## config.mk

```make
export PLATFORM = sky130hd
export DESIGN_NAME = spike_step_scheduler
export DESIGN_NICKNAME = d
export VERILOG_FILES = /design/src/rtl/spike_step_scheduler.sv
export SDC_FILE = /design/constraint.sdc
export NUM_CORES = 1
export LEC_CHECK = 0
export BUFFER_PORTS_ARGS = -buffer_cell sky130_fd_sc_hd__buf_4
export CELL_PAD_IN_SITES_DETAIL_PLACEMENT = 0
export CELL_PAD_IN_SITES_GLOBAL_PLACEMENT = 2
export CORE_MARGIN = 10
export CORE_UTILIZATION = 36
export CTS_CLUSTER_DIAMETER = 40
export DETAILED_ROUTE_END_ITERATION = 7
export PLACE_DENSITY_LB_ADDON = 0.3
export SYNTH_ARGS = -nofsm -noshare
export SYNTH_HDL_FRONTEND = slang
export SYNTH_SLANG_ARGS = --single-unit
export TNS_END_PERCENT = 10
```

## constraint.sdc

```tcl
create_clock -name clk -period 4 [get_ports clk]
set_clock_uncertainty 0.1 [all_clocks]
set_input_delay 0.2 -clock clk [delete_from_list [all_inputs] [get_ports clk]]
set_output_delay 0.2 -clock clk [all_outputs]
set_load 0.02 [all_outputs]
```

## src/rtl/spike_step_scheduler.sv

```systemverilog
// Steps the spike encoder through N encode and R rest timesteps per image presentation,
// gating each step on network readiness and policing the encoder valid window.
module spike_step_scheduler #(
    parameter int STEP_W  = 8,
    parameter int WORDS   = 144,
    parameter int TIMEOUT = 16
) (
    input  logic              clk,
    input  logic              reset,
    input  logic              i_start,
    input  logic [STEP_W-1:0] i_num_steps,
    input  logic [STEP_W-1:0] i_num_rest,
    input  logic              i_abort,
    input  logic              i_net_ready,
    input  logic              i_enc_valid,
    output logic              o_run,
    output logic              o_rest_run,
    output logic [STEP_W-1:0] o_step_idx,
    output logic              o_phase,
    output logic              o_busy,
    output logic              o_done,
    output logic              o_error
);
    localparam int WIN_W = $clog2(WORDS + 2);
    localparam int TO_W  = $clog2(TIMEOUT + 1);

    typedef enum logic [2:0] {IDLE, ISSUE, WAIT_HI, WAIT_LO, NEXT, DONE} state_t;

    state_t            state_q, state_d;
    logic [STEP_W-1:0] num_steps_q, num_steps_d;
    logic [STEP_W-1:0] num_rest_q, num_rest_d;
    logic [STEP_W-1:0] step_q, step_d;
    logic              phase_q, phase_d;
    logic              error_q, error_d;
    logic              abort_q, abort_d;
    logic [WIN_W-1:0]  win_q, win_d;
    logic [TO_W-1:0]   to_q, to_d;

    logic              abort_now;
    logic              pulse;
    logic [STEP_W-1:0] limit;
    logic              last_step;

    always_ff @(posedge clk or posedge reset) begin
        if (reset) begin
            state_q     <= IDLE;
            num_steps_q <= '0;
            num_rest_q  <= '0;
            step_q      <= '0;
            phase_q     <= 1'b0;
            error_q     <= 1'b0;
            abort_q     <= 1'b0;
            win_q       <= '0;
            to_q        <= '0;
        end else begin
            state_q     <= state_d;
            num_steps_q <= num_steps_d;
            num_rest_q  <= num_rest_d;
            step_q      <= step_d;
            phase_q     <= phase_d;
            error_q     <= error_d;
            abort_q     <= abort_d;
            win_q       <= win_d;
            to_q        <= to_d;
        end
    end

    assign limit     = phase_q ? num_rest_q : num_steps_q;
    // Extra bit keeps the compare exact when the limit is the all-ones count.
    assign last_step = (({1'b0, step_q} + 1'b1) == {1'b0, limit});
    assign abort_now = abort_q | i_abort;

    always_comb begin
        state_d     = state_q;
        num_steps_d = num_steps_q;
        num_rest_d  = num_rest_q;
        step_d      = step_q;
        phase_d     = phase_q;
        error_d     = error_q;
        abort_d     = abort_q;
        win_d       = win_q;
        to_d        = to_q;
        pulse       = 1'b0;

        if (state_q != IDLE && state_q != DONE) begin
            abort_d = abort_now;
        end

        case (state_q)
            IDLE: begin
                if (i_start) begin
                    num_steps_d = i_num_steps;
                    num_rest_d  = i_num_rest;
                    error_d     = 1'b0;
                    abort_d     = 1'b0;
                    step_d      = '0;
                    phase_d     = (i_num_steps == '0);
                    if (i_num_steps == '0 && i_num_rest == '0) begin
                        state_d = DONE;
                    end else begin
                        state_d = ISSUE;
                    end
                end
            end
            ISSUE: begin
                // An abort arriving with ready suppresses the pulse.
                if (abort_now) begin
                    state_d = DONE;
                end else if (i_net_ready) begin
                    pulse   = 1'b1;
                    to_d    = '0;
                    state_d = WAIT_HI;
                end
            end
            WAIT_HI: begin
                if (i_enc_valid) begin
                    win_d   = WIN_W'(1);
                    state_d = WAIT_LO;
                end else if (to_q == TO_W'(TIMEOUT - 1)) begin
                    error_d = 1'b1;
                    state_d = DONE;
                end else begin
                    to_d = to_q + 1'b1;
                end
            end
            WAIT_LO: begin
                if (i_enc_valid) begin
                    if (win_q != WIN_W'(WORDS + 1)) begin
                        win_d = win_q + 1'b1;
                    end
                end else begin
                    if (win_q != WIN_W'(WORDS)) begin
                        error_d = 1'b1;
                    end
                    state_d = NEXT;
                end
            end
            NEXT: begin
                if (abort_now) begin
                    state_d = DONE;
                end else if (!last_step) begin
                    step_d  = step_q + 1'b1;
                    state_d = ISSUE;
                end else if (!phase_q && num_rest_q != '0) begin
                    phase_d = 1'b1;
                    step_d  = '0;
                    state_d = ISSUE;
                end else begin
                    state_d = DONE;
                end
            end
            DONE: begin
                abort_d = 1'b0;
                state_d = IDLE;
            end
            default: begin
                state_d = IDLE;
            end
        endcase
    end

    assign o_run      = pulse & ~phase_q;
    assign o_rest_run = pulse & phase_q;
    assign o_step_idx = step_q;
    assign o_phase    = phase_q;
    assign o_busy     = (state_q != IDLE);
    assign o_done     = (state_q == DONE);
    assign o_error    = error_q;

endmodule

```

==> metrics.txt <==
Tcrit/Tclk final 0.6863; fin. max-slew vios 0; CTS tree built; Synth Area in Compound Gates 0.1339; Switching Fraction 0.3965; hpwl dp 4311 µm; Gate power share 0.401; Hold Crit Start i_num_steps[3]; Mapped Cells 244; mux cell area share after synthesis 0.1163; main combinational cell family by area after synthesis simple AND/OR/NAND/NOR gates; Worst R2R Setup Slack 1.25 ns; first-pass iteration count of the detailed router 4; number of synthesized flops with an enable pin 0; GRT Residual Overflow 0; Post-synth ARST share 1.000; crit path DAT 2.84 ns; # DRC 0; chip width 103.3 µm; Post-CTS Resized 0; clock sinks 43; final wirelength 5679 µm; CP Data Required Time 4.10 ns; Area growth, synth to finish 16.60%; Yosys Warn Count 0; Synth Flop Type dfrtp_1; drt wl/cell 15.73 µm; hold path cells 2; #FFs+latches synth 43; Max Cap Viol 0; Worst Max-Slew Pin Slew 0.5676 ns; vias in the first global route 1900; first-pass GRT wire length 9604 µm; Cell variety after synth 48; FF-to-FF End o_step_idx[1]; largest net degree at the start of global routing 44; PortBufs 35; # nets final 308; Hold WS 0.02551 ns; internal power 0.001069 W; crit start category register; latest clock arrival within the worst-skew pair 0.31 ns; Fillers 692; core box area 6756 µm²; Max H-tree Level 2; clk slew on worst S/H paths 0.10 ns; Bufs on Longest Clock Path 2; final RePlAce weighted congestion 0.7932; synthesized cell area 2495 µm²; final hold vios 0; remaining antenna violation count after routing 0; vias per inst 5.307; sequential area share after synthesis 0.4313; critical-path maximum fanout 13; CTS buffer count 5; # diodes 0; adder-cell share of the synthesized area 0.03009; Final WS setup 1.255 ns; WHS Endpoint num_steps_q[3]; num ports 36; endpoint type of the worst setup path register; final setup fails 0; initial antenna violation count 0; reg-to-reg startpoint o_phase; part of the power in registers 0.430; CTS Root Cell clkbuf_8; min Tclk post-route 2.745 ns; post-synth net total 272; Clk network pwr share 0.169; RSZ-0062 raised after global routing false; Std-Cell Rows 30; Mapped Avg Cell Area 10.22 µm²; HP Class in2reg; Post-Synth Simple-Gate Area 0.1856; crit path kind reg2reg; initial DRC count 69; PD cells 608.8 nW/µm²; pre-CTS setup slack 1.257 ns; Slew headroom 0.6216; outcome completed; share of layout cells above drive strength 1 0.2847; total number of vias 1916; Initial Utilization 0.3693; Synth Area in XOR/XNOR 0.06319; Worst VDD drop 0.2356 mV; R2R cell count 7; Die Ht 103.3 µm; Die ar. 10660 µm²; Lkg Pwr 1.323 nW; fmax 364.3 MHz; post-route setup TNS 0 ns; GRT Total Usage 0.1129; switching power 0.0007023 W
-- placed cells by master (no fill, tap or decap), types with 2 or more instances in the layout --
| master | instances |
|---|---|
| a21o_2 | 5 |
| xnor2_1 | 8 |
| mux2i_1 | 11 |
| and3_1 | 4 |
| mux2_2 | 16 |
| dfrtp_1 | 43 |
| ha_1 | 6 |
| inv_1 | 8 |
| buf_4 | 37 |
| nor4_1 | 7 |
| nand4_1 | 3 |
| xor2_1 | 10 |
| and2_1 | 4 |
| o21ai_0 | 16 |
| o22ai_1 | 2 |
| nor3_1 | 8 |
| a21oi_1 | 6 |
| nand2b_1 | 3 |
| nor2b_1 | 2 |
| nor2_1 | 22 |
| a22o_2 | 6 |
| clkbuf_8 | 5 |
| nand2_1 | 11 |
| or3_1 | 2 |
| nand3_1 | 12 |
| inv_6 | 2 |
-- cell families after synthesis --
| logic type | Yosys count |
|---|---|
| xor gates and xnor gates | 18 |
| DFF | 43 |
| and+or+nand+nor | 88 |
| adders and majority gates | 6 |
| AOI/OAI and AO/OA | 45 |
| muxes | 27 |
| buffers and inverters | 17 |
-- routing by layer --
| metal | global-route usage | up-vias | part of all wire |
|---|---|---|---|
| met4 | 0.03529 | 0 | 0.013 |
| li1 | - | 953 | - |
| met5 | 0 | - | 0 |
| met1 | 0.1615 | 920 | 0.51 |
| met3 | 0.03389 | 5 | 0.055 |
| met2 | 0.1580 | 38 | 0.42 |
-- cells in the mapped netlist, types with 2 or more instances --
cell	instances	area [µm²]
buf_6	3	33.78
a21o_2	5	43.79
nand3_1	12	60.06
and3_1	4	25.02
o21ai_0	16	80.08
dfrtp_1	43	1076
nor2b_1	2	12.51
a21oi_1	6	30.03
xor2_1	10	87.58
ha_1	6	75.07
clkbuf_1	3	11.26
o22ai_1	2	12.51
inv_1	8	30.03
nor4_1	7	43.79
mux2i_1	11	110.1
and2_1	4	25.02
nand2_1	11	41.29
mux2_2	16	180.2
a22o_2	6	60.06
or3_1	2	12.51
nand2b_1	3	18.77
nor2_1	22	82.58
xnor2_1	8	70.07
nand4_1	3	18.77
nor3_1	8	40.04
-- worst max-delay path by stage --
stage,from,to,slack [ns],cells after the start
after detailed placement,o_step_idx[0],o_step_idx[1],1.26,8
after global placement,o_step_idx[0],o_step_idx[1],1.32,8
after global routing,o_step_idx[0],o_step_idx[1],1.09,8
final,o_phase,o_step_idx[1],1.25,7
after CTS,o_step_idx[0],o_step_idx[1],1.23,8
after floorplan,o_step_idx[0],o_step_idx[1],1.39,8
-- power by group through the flow --
stage,clock network [W],logic [W],registers [W]
5_1_grt,0.000330,0.000802,0.000794
2_1_floorplan,0,0.000610,0.000693
4_1_cts,0.000314,0.000725,0.000764
6_report,0.000299,0.000711,0.000761
3_3_place_gp,0,0.000715,0.000773
3_5_place_dp,0,0.000720,0.000774
-- what timing repair did --
| action | in CTS | in global routing |
|---|---|---|
| hold endpoints to repair | 43 | 0 |
| hold buffers | 1 | 0 |
| buffers inserted | 0 | 0 |
-- through the flow --
step	total power (W)	util	instance area, µm²	std cells
6_report	0.001771	0.4306	2909	361
5_1_grt	0.001926	0.4306	2909	361
4_1_cts	0.001803	0.4306	2909	361
3_5_place_dp	0.001494	0.4150	2804	352
3_3_place_gp	0.001488	0.4150	2804	352
2_1_floorplan	0.001304	-	2495	244
-- final cells by class --
type | instances | area (µm²) | share of cell area
Clock buffer | 5 | 68.82 | 0.02366
Tap cell | 80 | 100.1 | 0.03441
Sequential cell | 43 | 1076 | 0.3699
Multi-Input combinational cell | 184 | 1320 | 0.4538
Inverter | 8 | 30.03 | 0.01032
Clock inverter | 3 | 26.28 | 0.009032
Timing Repair Buffer | 38 | 287.8 | 0.09892
-- worst max-delay path, cell delays in order (launching register included) --
cell and delay [ns]:
dfrtp_1 0.71, mux2i_1 0.29, xor2_1 0.16, o21ai_0 0.09, or4_4 0.50, a311oi_4 0.34, nor2_2 0.16, a32o_1 0.28
-- sequential cells by signal, indices dropped and copies added (netlist names) --
name and cells:
num_rest_q 8, win_q 8, num_steps_q 8, state_q 3, abort_q 1, to_q 5, o_phase 1, o_step_idx 8
o_error 1
(Power assumes the default switching activity.)
